==> config.mk <==
export PLATFORM = sky130hd
export DESIGN_NAME = agc_loop_ctrl
export DESIGN_NICKNAME = d
export VERILOG_FILES = /design/src/rtl/agc_loop_ctrl.sv
export SDC_FILE = /design/constraint.sdc
export NUM_CORES = 1
export LEC_CHECK = 0
export BUFFER_PORTS_ARGS = -buffer_cell sky130_fd_sc_hd__buf_4
export CAP_MARGIN = 20
export CORE_MARGIN = 2
export CORE_UTILIZATION = 34
export CTS_CLUSTER_DIAMETER = 120
export DETAILED_ROUTE_END_ITERATION = 7
export GPL_TIMING_DRIVEN = 0
export PLACE_DENSITY = 0.59
export SYNTH_ARGS = -nofsm -noshare
export SYNTH_HDL_FRONTEND = slang
export SYNTH_SLANG_ARGS = --single-unit
==> constraint.sdc <==
create_clock -name aclk -period 8.4 [get_ports aclk]
set_clock_uncertainty 0.2 [all_clocks]
set_input_delay 1.68 -clock aclk [delete_from_list [all_inputs] [get_ports aclk]]
set_output_delay 1.68 -clock aclk [all_outputs]
set_load 0.1 [all_outputs]
==> src/rtl/agc_loop_ctrl.sv <==
// Hardware measure/update sequencer for one agc_core: tick, accumulate INTERVAL cycles, flush, compute, load, apply.
// Iteration latency is INTERVAL+FLUSH_CYCLES+4 cycles (one less on hold); no backpressure, enable_i low aborts measurement.
module agc_loop_ctrl #(
  parameter int          INTERVAL     = 131072,
  parameter int          FLUSH_CYCLES = 6,
  parameter logic [24:0] TARGET_SQ    = 25'h0400000,
  parameter int          GAIN_SHIFT   = 8,
  parameter int          OFS_SHIFT    = 4,
  parameter logic [16:0] SCALE_MIN    = 17'h00100,
  parameter logic [16:0] SCALE_MAX    = 17'h1FFFF
) (
  input  logic        aclk,
  input  logic        aresetn,
  input  logic        enable_i,
  input  logic        hold_i,
  input  logic [16:0] init_scale_i,
  input  logic [15:0] init_offset_i,
  input  logic [24:0] sq_accum_i,
  input  logic [20:0] gt_accum_i,
  input  logic [20:0] lt_accum_i,
  output logic        agc_rst_o,
  output logic        agc_tick_o,
  output logic        agc_ce_o,
  output logic [16:0] agc_scale_o,
  output logic [15:0] agc_offset_o,
  output logic        agc_scale_ce_o,
  output logic        agc_offset_ce_o,
  output logic        agc_apply_o,
  output logic        busy_o,
  output logic        done_o,
  output logic [1:0]  sat_o,
  output logic [15:0] iter_count_o
);

  localparam int CNT_MAX = (INTERVAL > FLUSH_CYCLES) ? INTERVAL : FLUSH_CYCLES;
  localparam int CW      = $clog2(CNT_MAX) + 1;
  localparam logic [CW-1:0] ACC_LAST   = CW'(INTERVAL - 1);
  localparam logic [CW-1:0] FLUSH_LAST = CW'(FLUSH_CYCLES - 1);
  localparam logic signed [26:0] S_MIN = $signed({10'd0, SCALE_MIN});
  localparam logic signed [26:0] S_MAX = $signed({10'd0, SCALE_MAX});
  localparam logic signed [22:0] O_MIN = -23'sd32768;
  localparam logic signed [22:0] O_MAX = 23'sd32767;

  typedef enum logic [3:0] {
    S_IDLE, S_INIT, S_INITAP, S_TICK, S_ACCUM, S_FLUSH, S_CALC, S_UPDATE, S_APPLY
  } state_t;

  state_t        state;
  logic [CW-1:0] cnt;

  logic signed [25:0] err, err_sh;
  logic signed [21:0] diff, diff_sh;
  logic signed [26:0] s_sum;
  logic signed [22:0] o_sum;
  logic [16:0]        scale_nxt;
  logic [15:0]        offset_nxt;
  logic               s_clamp, o_clamp;

  // Sums are widened so the clamp comparisons see the true signed result.
  always_comb begin
    err     = $signed({1'b0, TARGET_SQ}) - $signed({1'b0, sq_accum_i});
    diff    = $signed({1'b0, gt_accum_i}) - $signed({1'b0, lt_accum_i});
    err_sh  = err >>> GAIN_SHIFT;
    diff_sh = diff >>> OFS_SHIFT;
    s_sum   = $signed({10'd0, agc_scale_o}) + $signed({err_sh[25], err_sh});
    o_sum   = $signed({{7{agc_offset_o[15]}}, agc_offset_o}) - $signed({diff_sh[21], diff_sh});
    scale_nxt  = s_sum[16:0];
    s_clamp    = 1'b0;
    offset_nxt = o_sum[15:0];
    o_clamp    = 1'b0;
    if (s_sum < S_MIN) begin
      scale_nxt = SCALE_MIN;
      s_clamp   = 1'b1;
    end else if (s_sum > S_MAX) begin
      scale_nxt = SCALE_MAX;
      s_clamp   = 1'b1;
    end
    if (o_sum < O_MIN) begin
      offset_nxt = 16'h8000;
      o_clamp    = 1'b1;
    end else if (o_sum > O_MAX) begin
      offset_nxt = 16'h7FFF;
      o_clamp    = 1'b1;
    end
  end

  assign busy_o = (state != S_IDLE);

  // Pulse outputs are set on the transition into their state so they align with it.
  always_ff @(posedge aclk or negedge aresetn) begin
    if (!aresetn) begin
      state           <= S_IDLE;
      cnt             <= '0;
      agc_rst_o       <= 1'b0;
      agc_tick_o      <= 1'b0;
      agc_ce_o        <= 1'b0;
      agc_scale_o     <= '0;
      agc_offset_o    <= '0;
      agc_scale_ce_o  <= 1'b0;
      agc_offset_ce_o <= 1'b0;
      agc_apply_o     <= 1'b0;
      done_o          <= 1'b0;
      sat_o           <= '0;
      iter_count_o    <= '0;
    end else begin
      agc_rst_o       <= 1'b0;
      agc_tick_o      <= 1'b0;
      agc_scale_ce_o  <= 1'b0;
      agc_offset_ce_o <= 1'b0;
      agc_apply_o     <= 1'b0;
      done_o          <= 1'b0;
      case (state)
        S_IDLE: begin
          if (enable_i) begin
            agc_scale_o     <= init_scale_i;
            agc_offset_o    <= init_offset_i;
            sat_o           <= '0;
            iter_count_o    <= '0;
            agc_rst_o       <= 1'b1;
            agc_scale_ce_o  <= 1'b1;
            agc_offset_ce_o <= 1'b1;
            state           <= S_INIT;
          end
        end
        S_INIT: begin
          agc_apply_o <= 1'b1;
          state       <= S_INITAP;
        end
        S_INITAP: begin
          agc_tick_o <= 1'b1;
          state      <= S_TICK;
        end
        S_TICK: begin
          cnt <= '0;
          if (!enable_i) begin
            state <= S_IDLE;
          end else begin
            agc_ce_o <= 1'b1;
            state    <= S_ACCUM;
          end
        end
        S_ACCUM: begin
          if (!enable_i) begin
            agc_ce_o <= 1'b0;
            cnt      <= '0;
            state    <= S_IDLE;
          end else if (cnt == ACC_LAST) begin
            agc_ce_o <= 1'b0;
            cnt      <= '0;
            state    <= S_FLUSH;
          end else begin
            cnt <= cnt + 1'b1;
          end
        end
        S_FLUSH: begin
          if (!enable_i) begin
            cnt   <= '0;
            state <= S_IDLE;
          end else if (cnt == FLUSH_LAST) begin
            cnt   <= '0;
            state <= S_CALC;
          end else begin
            cnt <= cnt + 1'b1;
          end
        end
        S_CALC: begin
          if (hold_i) begin
            done_o       <= 1'b1;
            iter_count_o <= iter_count_o + 1'b1;
            state        <= S_APPLY;
          end else begin
            agc_scale_o     <= scale_nxt;
            agc_offset_o    <= offset_nxt;
            sat_o           <= sat_o | {o_clamp, s_clamp};
            agc_scale_ce_o  <= 1'b1;
            agc_offset_ce_o <= 1'b1;
            state           <= S_UPDATE;
          end
        end
        S_UPDATE: begin
          agc_apply_o  <= 1'b1;
          done_o       <= 1'b1;
          iter_count_o <= iter_count_o + 1'b1;
          state        <= S_APPLY;
        end
        S_APPLY: begin
          if (enable_i) begin
            agc_tick_o <= 1'b1;
            state      <= S_TICK;
          end else begin
            state <= S_IDLE;
          end
        end
        default: state <= S_IDLE;
      endcase
    end
  end

endmodule

; ---- Word level (Yosys, flattened, before mapping)
; Cells that the tools add are included.
[totals]
word_cells = 96
ff_bits = 79
out_inout_bits = 59
in_bits = 104
[classes]
n_mux = 46
n_eq_ne = 16
bitwise = 1
magnitude_cmp = 4
addsub = 6
reduce_logical = 11
[op_table]
columns = op, count
row1 = 16-bit 2-to-1 mux, 6
row2 = 18-bit 2-to-1 mux, 4
row3 = 17-bit 2-to-1 mux, 4
row4 = 18-bit one-hot mux with 3 select lines, 1
row5 = 16-bit one-hot mux with 3 select lines, 1
row6 = 4-bit one-hot mux with 9 select lines, 1
row7 = 17-bit one-hot mux with 2 select lines, 1
row8 = 16-bit one-hot mux with 2 select lines, 1
row9 = "23-bit by 25-bit subtractor with 26-bit output, first input constant", 1
row10 = 4-bit 2-to-1 mux, 6
row11 = 21-bit by 21-bit subtractor with 22-bit output, 1
row12 = 18-bit by 18-bit adder with 19-bit output, 1
row13 = "19-bit by 16-bit greater-than comparator with 1-bit output, second input constant", 1
row14 = "19-bit by 18-bit greater-than comparator with 1-bit output, second input constant", 1
row15 = "19-bit by 10-bit less-than comparator with 1-bit output, second input constant", 1
row16 = "19-bit by 16-bit less-than comparator with 1-bit output, second input constant", 1
row17 = 16-bit by 18-bit subtractor with 19-bit output, 1
row18 = "18-bit by 1-bit adder with 18-bit output, second input constant", 1
row19 = "18-bit by 17-bit equality test with 1-bit output, second input constant", 1
row20 = "18-bit by 3-bit equality test with 1-bit output, second input constant", 1
row21 = "16-bit by 1-bit adder with 16-bit output, second input constant", 1
row22 = "4-bit by 3-bit equality test with 1-bit output, second input constant", 4
row23 = 1-bit 2-to-1 mux, 12
row24 = 3-bit AND reduction, 4
row25 = 15 further kinds, 27

; ---- Logic depth before layout (Yosys ltp)
[logic_depth]
word_depth = 8
depth_mapped = 22
ltp_nobuf = 21

; ---- Worst setup path before layout
; Ideal clock, no wire load.
[synth_path]
path_kind = input to register
from = in lt_accum_i[4]
to = reg agc_offset_o[12]
n_path_buf = 1
required_time_ns = 8.117
arrival_time_ns = 5.586
setup_slack_ns = 2.530
cell_stages = 20
setup_time_ns = 0.083
path_cell_list = inv_1 > ha_1 > a21o_1 > a221o_1 > a21oi_1 > o21ai_1 > o21a_1 > o21a_1 > or2_1 > ha_1 > o21ai_0 > a21oi_1 > nand3_1 > o22ai_1 > xnor2_1 > a31o_2 > o21ai_1 > clkbuf_1 > a21oi_1 > o22ai_1
[synth_via]
elab_chain_len = 7
elab_cells_between_ends = 8
classes_between = 2 x add/sub / 2 x order compare / 4 x mux
[synth_lines]
columns = element, line_no
row1 = from (decl), 20  ; input logic [20:0] lt_accum_i,
row2 = 21-bit by 21-bit subtractor with 22-bit output *, 62  ; diff = $signed({1'b0, gt_accum_i}) - $signed({1'b0, lt_accum_i});
row3 = 16-bit by 18-bit subtractor with 19-bit output *, 66  ; o_sum = $signed({{7{agc_offset_o[15]}}, agc_offset_o}) - $signed({diff_sh[21], diff_sh});
row4 = 19-bit by 16-bit greater-than comparator with 1-bit output, 81  ; end else if (o_sum > O_MAX) begin
row5 = 16-bit 2-to-1 mux, 81
row6 = 16-bit 2-to-1 mux *, 78  ; if (o_sum < O_MIN) begin
row7 = 16-bit 2-to-1 mux *, 167  ; if (hold_i) begin
row8 = 16-bit one-hot mux with 2 select lines *, 112  ; case (state)
row9 = to (signal assigned), 116  ; agc_offset_o <= init_offset_i;
row10 = to (signal assigned), 173  ; agc_offset_o <= offset_nxt;
row11 = to (decl), 25  ; output logic [15:0] agc_offset_o,
; Mark *: on every way between the ends. The rest lies on a longest branch, timed or not. The select of a mux whose other input is x is not followed.
; A chain may end at the register's enable or synchronous reset.

; ---- Final worst setup path
[layout_path]
from = in gt_accum_i[4]
to = reg agc_offset_o[3]
[layout_via]
elab_chain_len = 7
elab_cells_between_ends = 8
classes_between = 2 x add/sub / 2 x order compare / 4 x mux
[layout_lines]
columns = element, line_no
row1 = from (decl), 19  ; input logic [20:0] gt_accum_i,
row2 = 21-bit by 21-bit subtractor with 22-bit output *, 62
row3 = 16-bit by 18-bit subtractor with 19-bit output *, 66
row4 = 19-bit by 16-bit greater-than comparator with 1-bit output, 81
row5 = 16-bit 2-to-1 mux, 81
row6 = 16-bit 2-to-1 mux *, 78
row7 = 16-bit 2-to-1 mux *, 167
row8 = 16-bit one-hot mux with 2 select lines *, 112
; Marks and branches as above.

==> impl_metrics.env <==
export IMPL_syn_num_nets=1034
export IMPL_num_rows=52
export IMPL_use_met1=0.262
export IMPL_worstSetupStartpointType="input port"
export IMPL_ir_worst_vdd_v=0.000198
export IMPL_multi_input_area_um2=4730
export IMPL_critPathCaptureType="register"
export IMPL_crit_path_top_delay_cell="clkbuf_1"
export IMPL_numClockSinks=79
export IMPL_cp_required_ns=8.46
export IMPL_ios=163
export IMPL_maxSlewHeadroom=0.452
export IMPL_syn_cell_area_um2=7010
export IMPL_cts_tree="done"
export IMPL_start_util=0.346
export IMPL_synth_edf_count=0
export IMPL_die_h_um=148
export IMPL_grt_most_used_layer="met2"
export IMPL_pwr_share_seq=0.173
export IMPL_nFillCells=2116
export IMPL_path_class="in -> reg"
export IMPL_postCtsResizedCells=0
export IMPL_drt_iter0_markers=335
export IMPL_critPathMaxFanout=10
export IMPL_tightest_slew_ns=0.822
export IMPL_core_area_um2=20200
export IMPL_critPathArrivalTime_ns=6.62
export IMPL_hold_class="reg -> reg"
export IMPL_dp_hpwl_um=16200
export IMPL_final_hold_violation_count=0
export IMPL_area_growth_pct=26.4
export IMPL_rsz0062_at_grt="no"
export IMPL_holdWs_ns=0.316
export IMPL_first_pass_iters=4
export IMPL_fp_dieW_um=148
export IMPL_post_cts_buffers=0
export IMPL_place_congestion=0.862
export IMPL_global_route_usage_met3=0.0278
export IMPL_holdBufCountCts=0
export IMPL_drive_gt1_frac=0.194
export IMPL_slowest_delay_ns=0.49
export IMPL_finalCriticalPeriod_ns=6.55
export IMPL_max_cap_viol_count=0
export IMPL_ys_async_sr_fraction=1.00
export IMPL_grt_overflow=0
export IMPL_grt_pass1_wl_um=34200
export IMPL_track_usage=0.194
export IMPL_antenna_found_initial=0
export IMPL_power_frac_clock=0.115
export IMPL_critical_path_top_delay_family="compound AO/OA/AOI/OAI gates"
export IMPL_syn_area_per_cell_um2=8.06
export IMPL_routedWlPerCell_um=15.9
export IMPL_h_tree_depth=3
export IMPL_wl_um=20900
export IMPL_drv_slew=0
export IMPL_status="finished, final reports clean"
export IMPL_power_internal_uw=1470
export IMPL_numCtsBuffers=9
export IMPL_syn_inst=870
export IMPL_ys_seq_elements=79
export IMPL_clock_tree_buffer_depth=2
export IMPL_clkSlewWorstSetupHoldPaths_ns=0.06
export IMPL_fmax_mhz=153
export IMPL_avgViaCountPerCell=5.36
export IMPL_grt_pass1_vias=6822
export IMPL_ys_types=66
export IMPL_seq_area_frac_synth=0.282
export IMPL_place_ws_ns=1.57
export IMPL_power_leakage_uw=0.00409
export IMPL_nNetsFinal=1207
export IMPL_swShare=0.570
export IMPL_dieArea_um2=21800
export IMPL_critPathBufInv=2
export IMPL_setup_viol_count_final=0
export IMPL_cpMostUsedCell="a21oi_1"
export IMPL_vias=7047
export IMPL_clk_latency_ns=0.35
export IMPL_clock_root_buffer="clkbuf_16"
export IMPL_fin_area_um2=8860
export IMPL_synth_ff_type="dfrtp_1"
export IMPL_power_uw=3420
export IMPL_p_per_area_nw_per_um2=386
export IMPL_port_buffers=161
export IMPL_grt_max_degree=80
export IMPL_yosys_warnings=0
export IMPL_place_area_um2=8550
export IMPL_fin_setup_tns_ns=0
export IMPL_finalCritPeriodShare=0.780
export IMPL_layout_setup_ws_ns=1.85
export IMPL_p_comb_frac=0.713
export IMPL_path_cells="buf_4 -> ha_1 -> a21o_1 -> a221o_1 -> a21oi_1 -> o21ai_1 -> o21a_1 -> o21a_1 -> or2_1 -> ha_1 -> o21ai_0 -> a21oi_1 -> nand3_1 -> o22ai_1 -> xnor2_1 -> a31o_2 -> o21ai_1 -> clkbuf_1 -> a21oi_1 -> o22ai_1"
export IMPL_drc=0
export IMPL_power_switching_uw=1950
export IMPL_final_seq_area_um2=1980
export IMPL_use_met2=0.327
export IMPL_diodes=0
export IMPL_ant_nets=0
final timing paths:
path                                       from               end  slack (ns)  depth (start not counted)
min in group asynchronous               aresetn  iter_count_o[10]        1.00                          1
worst min register to register         sat_o[1]          sat_o[1]        0.32                          2
max in group asynchronous               aresetn   agc_scale_o[10]        6.41                          2
worst min-delay path                   sat_o[1]          sat_o[1]        0.32                          2
worst max register to register  agc_offset_o[0]   agc_offset_o[6]        4.32                         13
worst max-delay path              gt_accum_i[4]   agc_offset_o[3]        1.85                         20
area by class of cell:
| type | instances | area share |
|---|---|---|
| Buffer | 30 | 0.0146 |
| Clock buffer | 9 | 0.0254 |
| Clock inverter | 4 | 0.00565 |
| Inverter | 45 | 0.0191 |
| Multi-Input combinational cell | 716 | 0.534 |
| Sequential cell | 79 | 0.223 |
| Tap cell | 270 | 0.0381 |
| Timing Repair Buffer | 162 | 0.140 |
worst register-to-register path, stage by stage (launching register included):
cell,delay [ns]
dfrtp_1,0.44
inv_1,0.10
ha_1,0.16
inv_1,0.05
fa_1,0.42
a211oi_1,0.29
o211ai_1,0.23
a21oi_1,0.19
o21bai_1,0.09
a21oi_1,0.24
o22ai_1,0.32
o21ai_1,0.55
clkbuf_1,0.51
o22ai_1,0.14
metrics by stage:
| step | utilization | instances |
|---|---|---|
| 6_report | 0.438 | 1315 |
| 3_5_place_dp | 0.423 | 1301 |
| 3_3_place_gp | 0.423 | 1301 |
| 2_1_floorplan | - | 870 |
| 4_1_cts | 0.436 | 1314 |
| 5_1_grt | 0.438 | 1315 |
placed cells by master (no fill, tap or decap), types with 14 or more instances in the layout:
| cell | count |
|---|---|
| a21o_1 | 15 |
| a21oi_1 | 81 |
| a31oi_1 | 16 |
| and3_1 | 28 |
| buf_4 | 163 |
| clkbuf_1 | 25 |
| dfrtp_1 | 79 |
| ha_1 | 58 |
| inv_1 | 44 |
| nand2_1 | 64 |
| nand3_1 | 36 |
| nand4_1 | 18 |
| nor2_1 | 72 |
| nor3_1 | 22 |
| o21a_1 | 15 |
| o21ai_0 | 56 |
| o22ai_1 | 14 |
| xnor2_1 | 32 |
| xor2_1 | 29 |
kinds of logic after synthesis:
family / count (synthesis) / synth area share
xor gates and xnor gates: 61 / 0.0762
adders and majority gates: 60 / 0.109
buffers and inverters: 75 / 0.0425
DFF: 79 / 0.282
AOI/OAI and AO/OA: 276 / 0.250
muxes: 5 / 0.00750
and+or+nand+nor: 314 / 0.233
power groups by stage:
stage | clock (uW) | combinational, uW | sequential (uW)
2_1_floorplan | 0 | 1250 | 1220
3_3_place_gp | 0 | 2410 | 594
3_5_place_dp | 0 | 2430 | 595
4_1_cts | 403 | 2440 | 589
5_1_grt | 415 | 2650 | 602
6_report | 391 | 2430 | 590
cells in the mapped netlist, drive strengths merged, types with 11 or more instances:
cell type | n | area [um2]
ha | 58 | 726
dfrtp | 79 | 1980
nor4 | 11 | 81.3
nor2 | 72 | 270
clkbuf | 25 | 93.8
a21oi | 81 | 405
o22ai | 14 | 87.6
nand2 | 65 | 246
nor3 | 24 | 143
and3 | 28 | 175
nand2b | 11 | 68.8
o21ai | 68 | 340
inv | 44 | 165
nand4 | 18 | 113
a21o | 15 | 113
o211ai | 13 | 143
xor2 | 29 | 254
xnor2 | 32 | 280
a31oi | 16 | 100
nand3 | 37 | 198
o21a | 15 | 113
sequential cells by signal, indices dropped and copies added (netlist names):
name and count:
cnt 18, agc_scale_o 17, agc_offset_o 16, iter_count_o 16
state 4, sat_o 2, agc_apply_o 1, agc_ce_o 1
agc_offset_ce_o 1, agc_rst_o 1, agc_tick_o 1, done_o 1
per-layer routing:
metal | up-vias | part of all wire | wire, um
met4 | 0 | 0.013 | 264
met5 | - | 0 | 0
met1 | 3316 | 0.47 | 9890
met3 | 19 | 0.040 | 839
li1 | 3555 | - | -
met2 | 157 | 0.47 | 9880
Note: power is estimated with default switching activity, not from simulation.
